### src/rtl/control_pkg.sv
// Shared decode constants for the control unit: opcodes, R-type functs,
// the ALU operation enumeration and the packed control-word layout.
package control_pkg;

    localparam logic [5:0] OP_RTYPE = 6'h00;
    localparam logic [5:0] OP_J     = 6'h02;
    localparam logic [5:0] OP_BEQ   = 6'h04;
    localparam logic [5:0] OP_BNE   = 6'h05;
    localparam logic [5:0] OP_ADDI  = 6'h08;
    localparam logic [5:0] OP_SLTI  = 6'h0A;
    localparam logic [5:0] OP_ANDI  = 6'h0C;
    localparam logic [5:0] OP_ORI   = 6'h0D;
    localparam logic [5:0] OP_XORI  = 6'h0E;
    localparam logic [5:0] OP_LUI   = 6'h0F;
    localparam logic [5:0] OP_LW    = 6'h23;
    localparam logic [5:0] OP_SW    = 6'h2B;

    localparam logic [5:0] FN_SLL = 6'h00;
    localparam logic [5:0] FN_SRL = 6'h02;
    localparam logic [5:0] FN_JR  = 6'h08;
    localparam logic [5:0] FN_ADD = 6'h20;
    localparam logic [5:0] FN_SUB = 6'h22;
    localparam logic [5:0] FN_AND = 6'h24;
    localparam logic [5:0] FN_OR  = 6'h25;
    localparam logic [5:0] FN_XOR = 6'h26;
    localparam logic [5:0] FN_NOR = 6'h27;
    localparam logic [5:0] FN_SLT = 6'h2A;

    typedef enum logic [3:0] {
        ALU_AND = 4'b0000,
        ALU_OR  = 4'b0001,
        ALU_ADD = 4'b0010,
        ALU_XOR = 4'b0011,
        ALU_NOR = 4'b0100,
        ALU_SLL = 4'b0101,
        ALU_SUB = 4'b0110,
        ALU_SLT = 4'b0111,
        ALU_SRL = 4'b1000,
        ALU_LUI = 4'b1001
    } aluCtrl_e;

    typedef struct packed {
        logic     regDst;
        logic     regWrite;
        logic     aluSrc;
        logic     memRead;
        logic     memWrite;
        logic     memtoReg;
        logic     jump;
        logic     jumpReg;
        logic     branch;
        logic     branchNe;
        logic     extOp;
        logic     illegal;
        aluCtrl_e aluCtrl;
    } ctrl_t;

    // Every bit inactive, ALU left on ADD: the safe word for anything undecodable.
    localparam ctrl_t CTRL_DEFAULT = '{
        regDst: 1'b0, regWrite: 1'b0, aluSrc: 1'b0, memRead: 1'b0,
        memWrite: 1'b0, memtoReg: 1'b0, jump: 1'b0, jumpReg: 1'b0,
        branch: 1'b0, branchNe: 1'b0, extOp: 1'b0, illegal: 1'b0,
        aluCtrl: ALU_ADD
    };

endpackage

### src/rtl/control_unit_if.sv
// Instruction-field inputs and decoded control outputs of the control unit.
// master drives the instruction fields, slave is the decoder.
interface control_unit_if;
    logic [5:0] op;
    logic [5:0] funct;
    logic       illegal_clr;
    logic       RegDst;
    logic       RegWrite;
    logic       ALUSrc;
    logic       MemRead;
    logic       MemWrite;
    logic       MemtoReg;
    logic       Jump;
    logic       JumpReg;
    logic       Branch;
    logic       BranchNe;
    logic       ExtOp;
    logic       Illegal;
    logic       IllegalSticky;
    logic [3:0] ALUCtrl;

    modport master (
        output op, funct, illegal_clr,
        input  RegDst, RegWrite, ALUSrc, MemRead, MemWrite, MemtoReg, Jump,
               JumpReg, Branch, BranchNe, ExtOp, Illegal, IllegalSticky, ALUCtrl
    );

    modport slave (
        input  op, funct, illegal_clr,
        output RegDst, RegWrite, ALUSrc, MemRead, MemWrite, MemtoReg, Jump,
               JumpReg, Branch, BranchNe, ExtOp, Illegal, IllegalSticky, ALUCtrl
    );
endinterface

### src/rtl/control_unit_alu_decoder.sv
// R-type funct to ALU operation map; functValid flags the arithmetic/logic functs.
module alu_decoder
    import control_pkg::*;
(
    input  logic [5:0] funct,
    output aluCtrl_e   aluCtrl,
    output logic       functValid
);

    always_comb begin
        aluCtrl    = ALU_ADD;
        functValid = 1'b1;
        case (funct)
            FN_ADD:  aluCtrl = ALU_ADD;
            FN_SUB:  aluCtrl = ALU_SUB;
            FN_AND:  aluCtrl = ALU_AND;
            FN_OR:   aluCtrl = ALU_OR;
            FN_XOR:  aluCtrl = ALU_XOR;
            FN_NOR:  aluCtrl = ALU_NOR;
            FN_SLT:  aluCtrl = ALU_SLT;
            FN_SLL:  aluCtrl = ALU_SLL;
            FN_SRL:  aluCtrl = ALU_SRL;
            default: functValid = 1'b0;
        endcase
    end

endmodule

### src/rtl/control_unit.sv
// Single-cycle instruction decoder. Define CONTROL_ILLEGAL_DET_EN to build the
// Illegal output and the sticky IllegalSticky register; otherwise both read 0.
module control_unit
    import control_pkg::*;
(
    input  logic           clk,
    input  logic           rst_n,
    control_unit_if.slave  bus
);

    aluCtrl_e rAluCtrl;
    logic     functValid;
    ctrl_t    ctrl;

    alu_decoder uAluDecoder (
        .funct      (bus.funct),
        .aluCtrl    (rAluCtrl),
        .functValid (functValid)
    );

    always_comb begin
        ctrl = CTRL_DEFAULT;
        case (bus.op)
            OP_RTYPE: begin
                // jr is handled here because it carries no ALU operation.
                if (bus.funct == FN_JR) begin
                    ctrl.jumpReg = 1'b1;
                end else if (functValid) begin
                    ctrl.regDst   = 1'b1;
                    ctrl.regWrite = 1'b1;
                    ctrl.aluCtrl  = rAluCtrl;
                end else begin
                    ctrl.illegal  = 1'b1;
                end
            end
            OP_ADDI: begin
                ctrl.regWrite = 1'b1; ctrl.aluSrc = 1'b1; ctrl.extOp = 1'b1;
                ctrl.aluCtrl  = ALU_ADD;
            end
            OP_SLTI: begin
                ctrl.regWrite = 1'b1; ctrl.aluSrc = 1'b1; ctrl.extOp = 1'b1;
                ctrl.aluCtrl  = ALU_SLT;
            end
            OP_ANDI: begin
                ctrl.regWrite = 1'b1; ctrl.aluSrc = 1'b1; ctrl.aluCtrl = ALU_AND;
            end
            OP_ORI: begin
                ctrl.regWrite = 1'b1; ctrl.aluSrc = 1'b1; ctrl.aluCtrl = ALU_OR;
            end
            OP_XORI: begin
                ctrl.regWrite = 1'b1; ctrl.aluSrc = 1'b1; ctrl.aluCtrl = ALU_XOR;
            end
            OP_LUI: begin
                ctrl.regWrite = 1'b1; ctrl.aluSrc = 1'b1; ctrl.aluCtrl = ALU_LUI;
            end
            OP_LW: begin
                ctrl.regWrite = 1'b1; ctrl.aluSrc   = 1'b1; ctrl.memRead = 1'b1;
                ctrl.memtoReg = 1'b1; ctrl.extOp    = 1'b1; ctrl.aluCtrl = ALU_ADD;
            end
            OP_SW: begin
                ctrl.aluSrc  = 1'b1; ctrl.memWrite = 1'b1; ctrl.extOp = 1'b1;
                ctrl.aluCtrl = ALU_ADD;
            end
            OP_BEQ: begin
                ctrl.branch = 1'b1; ctrl.extOp = 1'b1; ctrl.aluCtrl = ALU_SUB;
            end
            OP_BNE: begin
                ctrl.branch  = 1'b1; ctrl.branchNe = 1'b1; ctrl.extOp = 1'b1;
                ctrl.aluCtrl = ALU_SUB;
            end
            OP_J:    ctrl.jump    = 1'b1;
            default: ctrl.illegal = 1'b1;
        endcase
    end

    assign bus.RegDst   = ctrl.regDst;
    assign bus.RegWrite = ctrl.regWrite;
    assign bus.ALUSrc   = ctrl.aluSrc;
    assign bus.MemRead  = ctrl.memRead;
    assign bus.MemWrite = ctrl.memWrite;
    assign bus.MemtoReg = ctrl.memtoReg;
    assign bus.Jump     = ctrl.jump;
    assign bus.JumpReg  = ctrl.jumpReg;
    assign bus.Branch   = ctrl.branch;
    assign bus.BranchNe = ctrl.branchNe;
    assign bus.ExtOp    = ctrl.extOp;
    assign bus.ALUCtrl  = ctrl.aluCtrl;

`ifdef CONTROL_ILLEGAL_DET_EN
    logic illegalStickyReg;

    // A new illegal instruction outranks a clear arriving on the same edge.
    always_ff @(posedge clk or negedge rst_n) begin
        if (!rst_n) begin
            illegalStickyReg <= 1'b0;
        end else if (ctrl.illegal) begin
            illegalStickyReg <= 1'b1;
        end else if (bus.illegal_clr) begin
            illegalStickyReg <= 1'b0;
        end
    end

    assign bus.Illegal       = ctrl.illegal;
    assign bus.IllegalSticky = illegalStickyReg;
`else
    logic unusedIllegalPath;
    assign unusedIllegalPath = &{1'b0, clk, rst_n, bus.illegal_clr, ctrl.illegal};

    assign bus.Illegal       = 1'b0;
    assign bus.IllegalSticky = 1'b0;
`endif

endmodule

### src/flat_wrapper.sv
// flat-port wrapper written by rule: the top's interface ports become plain ports
module control_unit_flat import control_pkg::*;
  (clk, rst_n, bus_op, bus_funct, bus_illegal_clr, bus_RegDst, bus_RegWrite, bus_ALUSrc, bus_MemRead, bus_MemWrite, bus_MemtoReg, bus_Jump, bus_JumpReg, bus_Branch, bus_BranchNe, bus_ExtOp, bus_Illegal, bus_IllegalSticky, bus_ALUCtrl);
  control_unit_if bus_i ();
  input  logic clk;
  input  logic rst_n;
  input wire logic [$bits(bus_i.op)-1:0] bus_op;
  input wire logic [$bits(bus_i.funct)-1:0] bus_funct;
  input wire logic [$bits(bus_i.illegal_clr)-1:0] bus_illegal_clr;
  output wire logic [$bits(bus_i.RegDst)-1:0] bus_RegDst;
  output wire logic [$bits(bus_i.RegWrite)-1:0] bus_RegWrite;
  output wire logic [$bits(bus_i.ALUSrc)-1:0] bus_ALUSrc;
  output wire logic [$bits(bus_i.MemRead)-1:0] bus_MemRead;
  output wire logic [$bits(bus_i.MemWrite)-1:0] bus_MemWrite;
  output wire logic [$bits(bus_i.MemtoReg)-1:0] bus_MemtoReg;
  output wire logic [$bits(bus_i.Jump)-1:0] bus_Jump;
  output wire logic [$bits(bus_i.JumpReg)-1:0] bus_JumpReg;
  output wire logic [$bits(bus_i.Branch)-1:0] bus_Branch;
  output wire logic [$bits(bus_i.BranchNe)-1:0] bus_BranchNe;
  output wire logic [$bits(bus_i.ExtOp)-1:0] bus_ExtOp;
  output wire logic [$bits(bus_i.Illegal)-1:0] bus_Illegal;
  output wire logic [$bits(bus_i.IllegalSticky)-1:0] bus_IllegalSticky;
  output wire logic [$bits(bus_i.ALUCtrl)-1:0] bus_ALUCtrl;
  assign bus_i.op = bus_op;
  assign bus_i.funct = bus_funct;
  assign bus_i.illegal_clr = bus_illegal_clr;
  assign bus_RegDst = bus_i.RegDst;
  assign bus_RegWrite = bus_i.RegWrite;
  assign bus_ALUSrc = bus_i.ALUSrc;
  assign bus_MemRead = bus_i.MemRead;
  assign bus_MemWrite = bus_i.MemWrite;
  assign bus_MemtoReg = bus_i.MemtoReg;
  assign bus_Jump = bus_i.Jump;
  assign bus_JumpReg = bus_i.JumpReg;
  assign bus_Branch = bus_i.Branch;
  assign bus_BranchNe = bus_i.BranchNe;
  assign bus_ExtOp = bus_i.ExtOp;
  assign bus_Illegal = bus_i.Illegal;
  assign bus_IllegalSticky = bus_i.IllegalSticky;
  assign bus_ALUCtrl = bus_i.ALUCtrl;
  control_unit u_core (.clk(clk), .rst_n(rst_n), .bus(bus_i));
endmodule
### config.mk
export PLATFORM = sky130hd
export DESIGN_NAME = control_unit_flat
export DESIGN_NICKNAME = d
export VERILOG_FILES = /design/src/rtl/control_pkg.sv /design/src/rtl/control_unit_if.sv /design/src/rtl/control_unit_alu_decoder.sv /design/src/rtl/control_unit.sv /design/src/flat_wrapper.sv
export SDC_FILE = /design/constraint.sdc
export NUM_CORES = 1
export LEC_CHECK = 0
export CAP_MARGIN = 20
export CORE_AREA = 2 2 39 41
export DETAILED_ROUTE_END_ITERATION = 8
export DIE_AREA = 0 0 41 43
export GPL_TIMING_DRIVEN = 0
export PLACE_DENSITY = 0.77
export SLEW_MARGIN = 10
export SYNTH_ARGS = -nofsm -noshare
export SYNTH_HDL_FRONTEND = slang
export SYNTH_SLANG_ARGS = --single-unit
### constraint.sdc
create_clock -name vclk -period 1.3
set_input_delay 0.26 -clock vclk [all_inputs]
set_output_delay 0.26 -clock vclk [all_outputs]
set_load 0.005 [all_outputs]
==> results of run 1 <==
==> kinds of logic (layout without fill, tap and decap cells) <==
family,count (synthesis),in the layout,share of synthesized area (%)
buffers and inverters,7,48,9.84
xor gates and xnor gates,1,1,2.22
and+or+nand+nor,34,34,54.0
other,1,2,0.951
AOI/OAI and AO/OA,21,21,33.0
==> cell usage in the layout (no fill, tap or decap), types with 2 or more instances in the layout <==
| cell | n |
|---|---|
| inv_1 | 3 |
| buf_8 | 3 |
| o21ai_0 | 5 |
| buf_2 | 12 |
| a21boi_0 | 2 |
| buf_6 | 6 |
| and3_1 | 3 |
| nor3_4 | 3 |
| clkdlybuf4s15_2 | 2 |
| buf_4 | 18 |
| dlygate4sd2_1 | 2 |
| nor4_4 | 3 |
| nand2_1 | 3 |
| conb_1 | 2 |
| nor2_1 | 4 |
| nand4_1 | 2 |
| clkbuf_2 | 2 |
| nand2b_1 | 2 |
| nor2_4 | 2 |
| nor3_1 | 3 |
| a21oi_1 | 4 |
==> power by group <==
part	internal, uW	switching (uW)
combinational	100	109
clock	0	0
sequential	0	0
total	100	109
==> metrics by stage <==
step           instances  hold WS (ps)  setup slack [ps]  power [uW]
6_report             122           838              -378         209
5_1_grt              122           845              -434         223
4_1_cts              120           832              -400         190
3_5_place_dp         107          1260             -1280         149
3_3_place_gp         107          1260             -1290         147
2_1_floorplan         65           548              -101        64.3
==> critical path: cells and delay by family <==
kind,cells,cell delay (ps)
buf+inv,4,490
compound gates,1,180
simple gates,3,490
==> layout make-up <==
type	count	share of cell area, %
buffer	4	3.16
inverter	3	1.29
timing repair buffer	41	37.9
multi-input combinational	58	55.3
tap	16	2.30
==> worst paths after layout <==
kind,endpoint,slack (ps),cells after the start
setup / recovery,bus_ALUCtrl[3],-380,8
hold / removal,bus_Jump,840,3
==> routing by layer <==
metal / vias to the layer above / global-route usage [%]
met1: 312 / 25.4
li1: 323 / -
met5: - / 0
met4: 0 / 1.33
met3: 0 / 0.524
met2: 28 / 32.5
==> repair_timing <==
item,4_1_cts,5_1_grt
setup buffers,13,5
resized for setup,131,10
pin swaps,18,13
setup endpoints to repair,15,15
==> results by group, run 1 <==
Finish
  – Final core occ: about 63%
  – Flip-flop and latch count: 0
  – Multi-input gate area: 482 sq um
  – Design area: about 870 sq um
  – Nets: 123
  – Fillers: approximately 120
  – Area grow syn2layout: 121%
  – # diodes: 0
  – Layout cells sized above 1: between 50% and 60%
  – # clk buffers: 0
  – FF/Latch Area: 0 sq um

Detailed routing
  – Routed WL: ~1.7 mm
  – DRC Markers: 0
  – Max layer used: met3
  – Drt first pass iters: 4
  – Wl on met1: between 700 and 800 um
  – Met3 wire len: 96 um
  – DRT iter0 DRCs: 17
  – Vias/cell: ~5.4
  – Met2 routed wirelength: just under 900 um
  – Via count: ~660
  – Routed WL per cell: ~14 um
  – Final ANT Viol Nets: 0

Placement
  – Post-placement cell area: between 600 and 700 sq um
  – I/O Buffers: 26
  – RD Place Congestion: a little under 0.8
  – DP HPWL: 995 um

Floorplanning
  – Die footprint: 0.00176 sq mm
  – Starting Density: between 20% and 30%
  – Die height: 43 um
  – Core ar.: 0.00138 sq mm
  – # rows: 14
  – Ports: 32
  – DIE WIDTH: around 41 um

Critical path
  – Worst Path Max Fanout: 3
  – Data arrival, critical path: roughly 1400 ps
  – Largest stage delay on the critical path: 250 ps
  – CP max-delay cell: or2_4
  – Worst setup path startpoint: bus_op[3]
  – Worst EP required: between 1000 and 1500 ps
  – Critical path endpoint category: output port
  – Crit Path Category: in -> out
  – Crit start category: input port
  – Critical-path cell list: buf_8 -> or2_4 -> nor4_4 -> buf_4 -> buf_6 -> nand4_1 -> a21boi_1 -> buf_2

Logic synthesis
  – Synth area leaders: nor3_1 7.6%, o21ai_0 7.6%, a21oi_1 6.3%
  – Mapped cell area: roughly 390 sq um
  – Yosys top cell by area: nor3_1
  – Synth warn: 0
  – Synth top area share: between 7 and 8%
  – Netlist cell types: 31
  – Post-Syn Instances: 64
  – Sequential area share after synthesis: 0%
  – Leading cell types by count after synthesis: 6 x nor2_1, 6 x nor3_1, 6 x o21ai_0, 5 x a21oi_1, 4 x nand2_1
  – Mapped Avg Cell Area: roughly 6.2 sq um

Timing
  – Unrepaired setup endpoints after global routing: yes
  – Fin crit share: 129%
  – Fin. Hold Viols: 0
  – Period minus WS final: ~1700 ps
  – F_max: 596 MHz
  – Setup TNS: -3010 ps
  – Count of pins over their slew limit: 0
  – Setup ws final: -378 ps
  – Final Setup Violations: 14

Power
  – Pwr/cell area: 240 mW/mm^2
  – Pleak: 0.000418 uW
  – Peak VDD IR: 120 uV

Outcome
  – Status: finished, violations left
  – Violated checks: negative setup slack

Clocking
  – CTS Hold Bufs: 0

Global routing
  – First-pass GRT wire length: around 2.5 mm
  – Largest net degree at the start of global routing: 9
  – Vias in the first global route: 551
  – Total grt overflow: 0
  – Initial antenna violation count: 0
  – Total GRT Usage: 18.7%

Flow run
  – Max_cap viols: 0

Min path
  – HP Start: bus_op[5]
  – HP Class: in -> out
Note: power is estimated with default switching activity, not from simulation.
==> run 2, diff against run 1 <==
--- a/config.mk
+++ b/config.mk
@@ -10,7 +10,7 @@
 export DETAILED_ROUTE_END_ITERATION = 8
 export DIE_AREA = 0 0 41 43
 export GPL_TIMING_DRIVEN = 0
-export PLACE_DENSITY = 0.77
+export PLACE_DENSITY = 0.74
 export SLEW_MARGIN = 10
 export SYNTH_ARGS = -nofsm -noshare
 export SYNTH_HDL_FRONTEND = slang
==> constraint.sdc (replaced) <==
create_clock -name vclk -period 2.11
set_input_delay 0.422 -clock vclk [all_inputs]
set_output_delay 0.422 -clock vclk [all_outputs]
set_load 0.005 [all_outputs]
==> run 2 against run 1 <==
  * The run still ends with negative setup slack left
  * Core utilization down 6.9 points
  * Via count shrank 6.2%
  * Global-route usage down 2.4 points
  * Wire length fell by 15%
  * Cell count down 4.1%
  * Worst hold slack gained 400 ps
  * Critical path depth up 1
  * Design area down 11%
==> results by group, run 2 (same netlist as run 1, synthesis figures left out) <==
Timing
  – Period minus WS final: around 2100 ps
  – Fin crit share: 102%
  – Setup TNS: -40.0 ps (+2970 ps)
  – Final Setup Violations: 2 (-12)
  – F_max: about 470 MHz
  – Fin. Hold Viols: 0 (unchanged)
  – Count of pins over their slew limit: 0 (unchanged)
  – Setup ws final: -38.2 ps (+340 ps)
  – Unrepaired setup endpoints after global routing: yes

Floorplanning
  – Ports: 32 (unchanged)
  – Core ar.: 0.00138 sq mm (unchanged)
  – # rows: 14 (unchanged)
  – Die footprint: 0.00176 sq mm (unchanged)
  – Die height: 43 um (unchanged)
  – Starting Density: 28.5% (unchanged)
  – DIE WIDTH: 41 um (unchanged)

Finish
  – Layout cells sized above 1: 39.6% (-19 points)
  – # clk buffers: 0 (unchanged)
  – Commonest non-fill, non-tap cell in the layout: buf_4
  – FF/Latch Area: 0 sq um (unchanged)
  – Area grow syn2layout: 96.8%
  – Most frequent cells in the layout: 10 x buf_4, 7 x buf_2, 6 x dlygate4sd2_1
  – Final core occ: 56.1% (-6.9 points)
  – # diodes: 0 (unchanged)
  – Nets: 118 (-4.1%)
  – Flip-flop and latch count: 0 (unchanged)

Critical path
  – Crit Path Category: in -> out
  – Worst EP required: 1690 ps (+650 ps)
  – Crit start category: input port
  – Worst Path Max Fanout: 3 (unchanged)
  – Data arrival, critical path: 1730 ps (+310 ps)
  – Critical path endpoint category: output port

Min path
  – HP Class: in -> out
  – Hold Path Depth: 4 (+1)
  – HP Start: bus_op[2]
  – Hold endpoint: bus_ALUCtrl[3]

Detailed routing
  – DRT iter0 DRCs: 10 (-7)
  – Vias/cell: 5.32 (-2.2%)
  – Drt first pass iters: 4 (unchanged)
  – Via count: 622 (-6.2%)
  – DRC Markers: 0 (unchanged)
  – Routed WL per cell: 12.6 um (-11%)
  – Routed WL: 1.48 mm (-15%)
  – Final ANT Viol Nets: 0 (unchanged)

Power
  – Overall Power: 104 uW (-50%)
  – Pwr/cell area: 134 mW/mm^2 (-44%)
  – Peak VDD IR: 63.0 uV (-47%)
  – Pleak: 0.000372 uW (-11%)

Outcome
  – Status: finished, violations left
  – Violated checks: negative setup slack

Placement
  – I/O Buffers: 26 (unchanged)
  – RD Place Congestion: 0.739 (-4.4%)
  – DP HPWL: 952 um (-4.3%)

Global routing
  – Total grt overflow: 0 (unchanged)
  – Total GRT Usage: 16.3% (-2.4 points)
  – First-pass GRT wire length: 2.13 mm (-13%)
  – Vias in the first global route: 536 (-2.7%)
  – Initial antenna violation count: 0 (unchanged)
  – Largest net degree at the start of global routing: 9 (unchanged)

Clocking
  – CTS Hold Bufs: 0 (unchanged)

Flow run
  – Max_cap viols: 0 (unchanged)
[run 2: cell count changes in the layout (fill, tap and decap cells not counted), sizes merged]
cell / previous run / this run
clkdlybuf4s50: 0 / 4
dlymetal6s2s: 0 / 1
dlygate4sd2: 2 / 6
clkdlybuf4s15: 2 / 4
clkbuf: 2 / 3
buf: 39 / 22
[run 2: critical path: stages]
cell	delay, ps
buf_8	100
or2_4	260
nor4_4	240
buf_4	170
buf_6	100
buf_6	80
nand4_1	90
a21boi_1	140
buf_2	130
[run 2: repair_timing]
action | in CTS | in global routing
pin swaps | 7 | 3
buffers inserted | 8 | 2
endpoints found under the hold margin | 0 | 0
gates cloned | 0 | 0
resized for setup | 68 | 13
endpoints found under the setup margin | 15 | 7
[run 2: through the flow]
stage	cell area (sq um)	instances	setup WS (ps)	hold slack, ps
after global placement	678	107	-801	1580
after CTS	778	115	3.64	1210
after floorplan	398	65	385	872
after global routing	776	117	-85.1	1240
final	776	117	-38.2	1240
after detailed placement	678	107	-771	1590
[run 2: metal layers]
metal  GRT usage [%]  up-vias  share of wire, %
li1                -      308                 -
met1            20.7      296                43
met2            29.1       16                52
met3               0        2               3.6
met4            3.33        0               1.3
met5               0        -                 0
[run 2: how the worst max path moves through the flow]
stage / startpoint / to / cells after the start
final: bus_op[3] / bus_ALUCtrl[3] / 9
after global routing: bus_op[3] / bus_ALUCtrl[3] / 9
after CTS: bus_op[3] / bus_ExtOp / 8
after detailed placement: bus_op[3] / bus_ALUCtrl[0] / 6
after global placement: bus_op[3] / bus_ALUCtrl[0] / 6
after floorplan: bus_funct[0] / bus_ALUCtrl[0] / 4
[run 2: final cells by class]
type | instances | area [sq um]
inverter | 3 | 11.3
fill | 135 | 608
tap | 16 | 20.0
multi-input combinational | 58 | 409
timing repair buffer | 36 | 308
buffer | 4 | 27.5
[run 2: where the power goes]
group,switching [uW],internal [uW]
sequential,0,0
clock,0,0
combinational,55.2,48.4
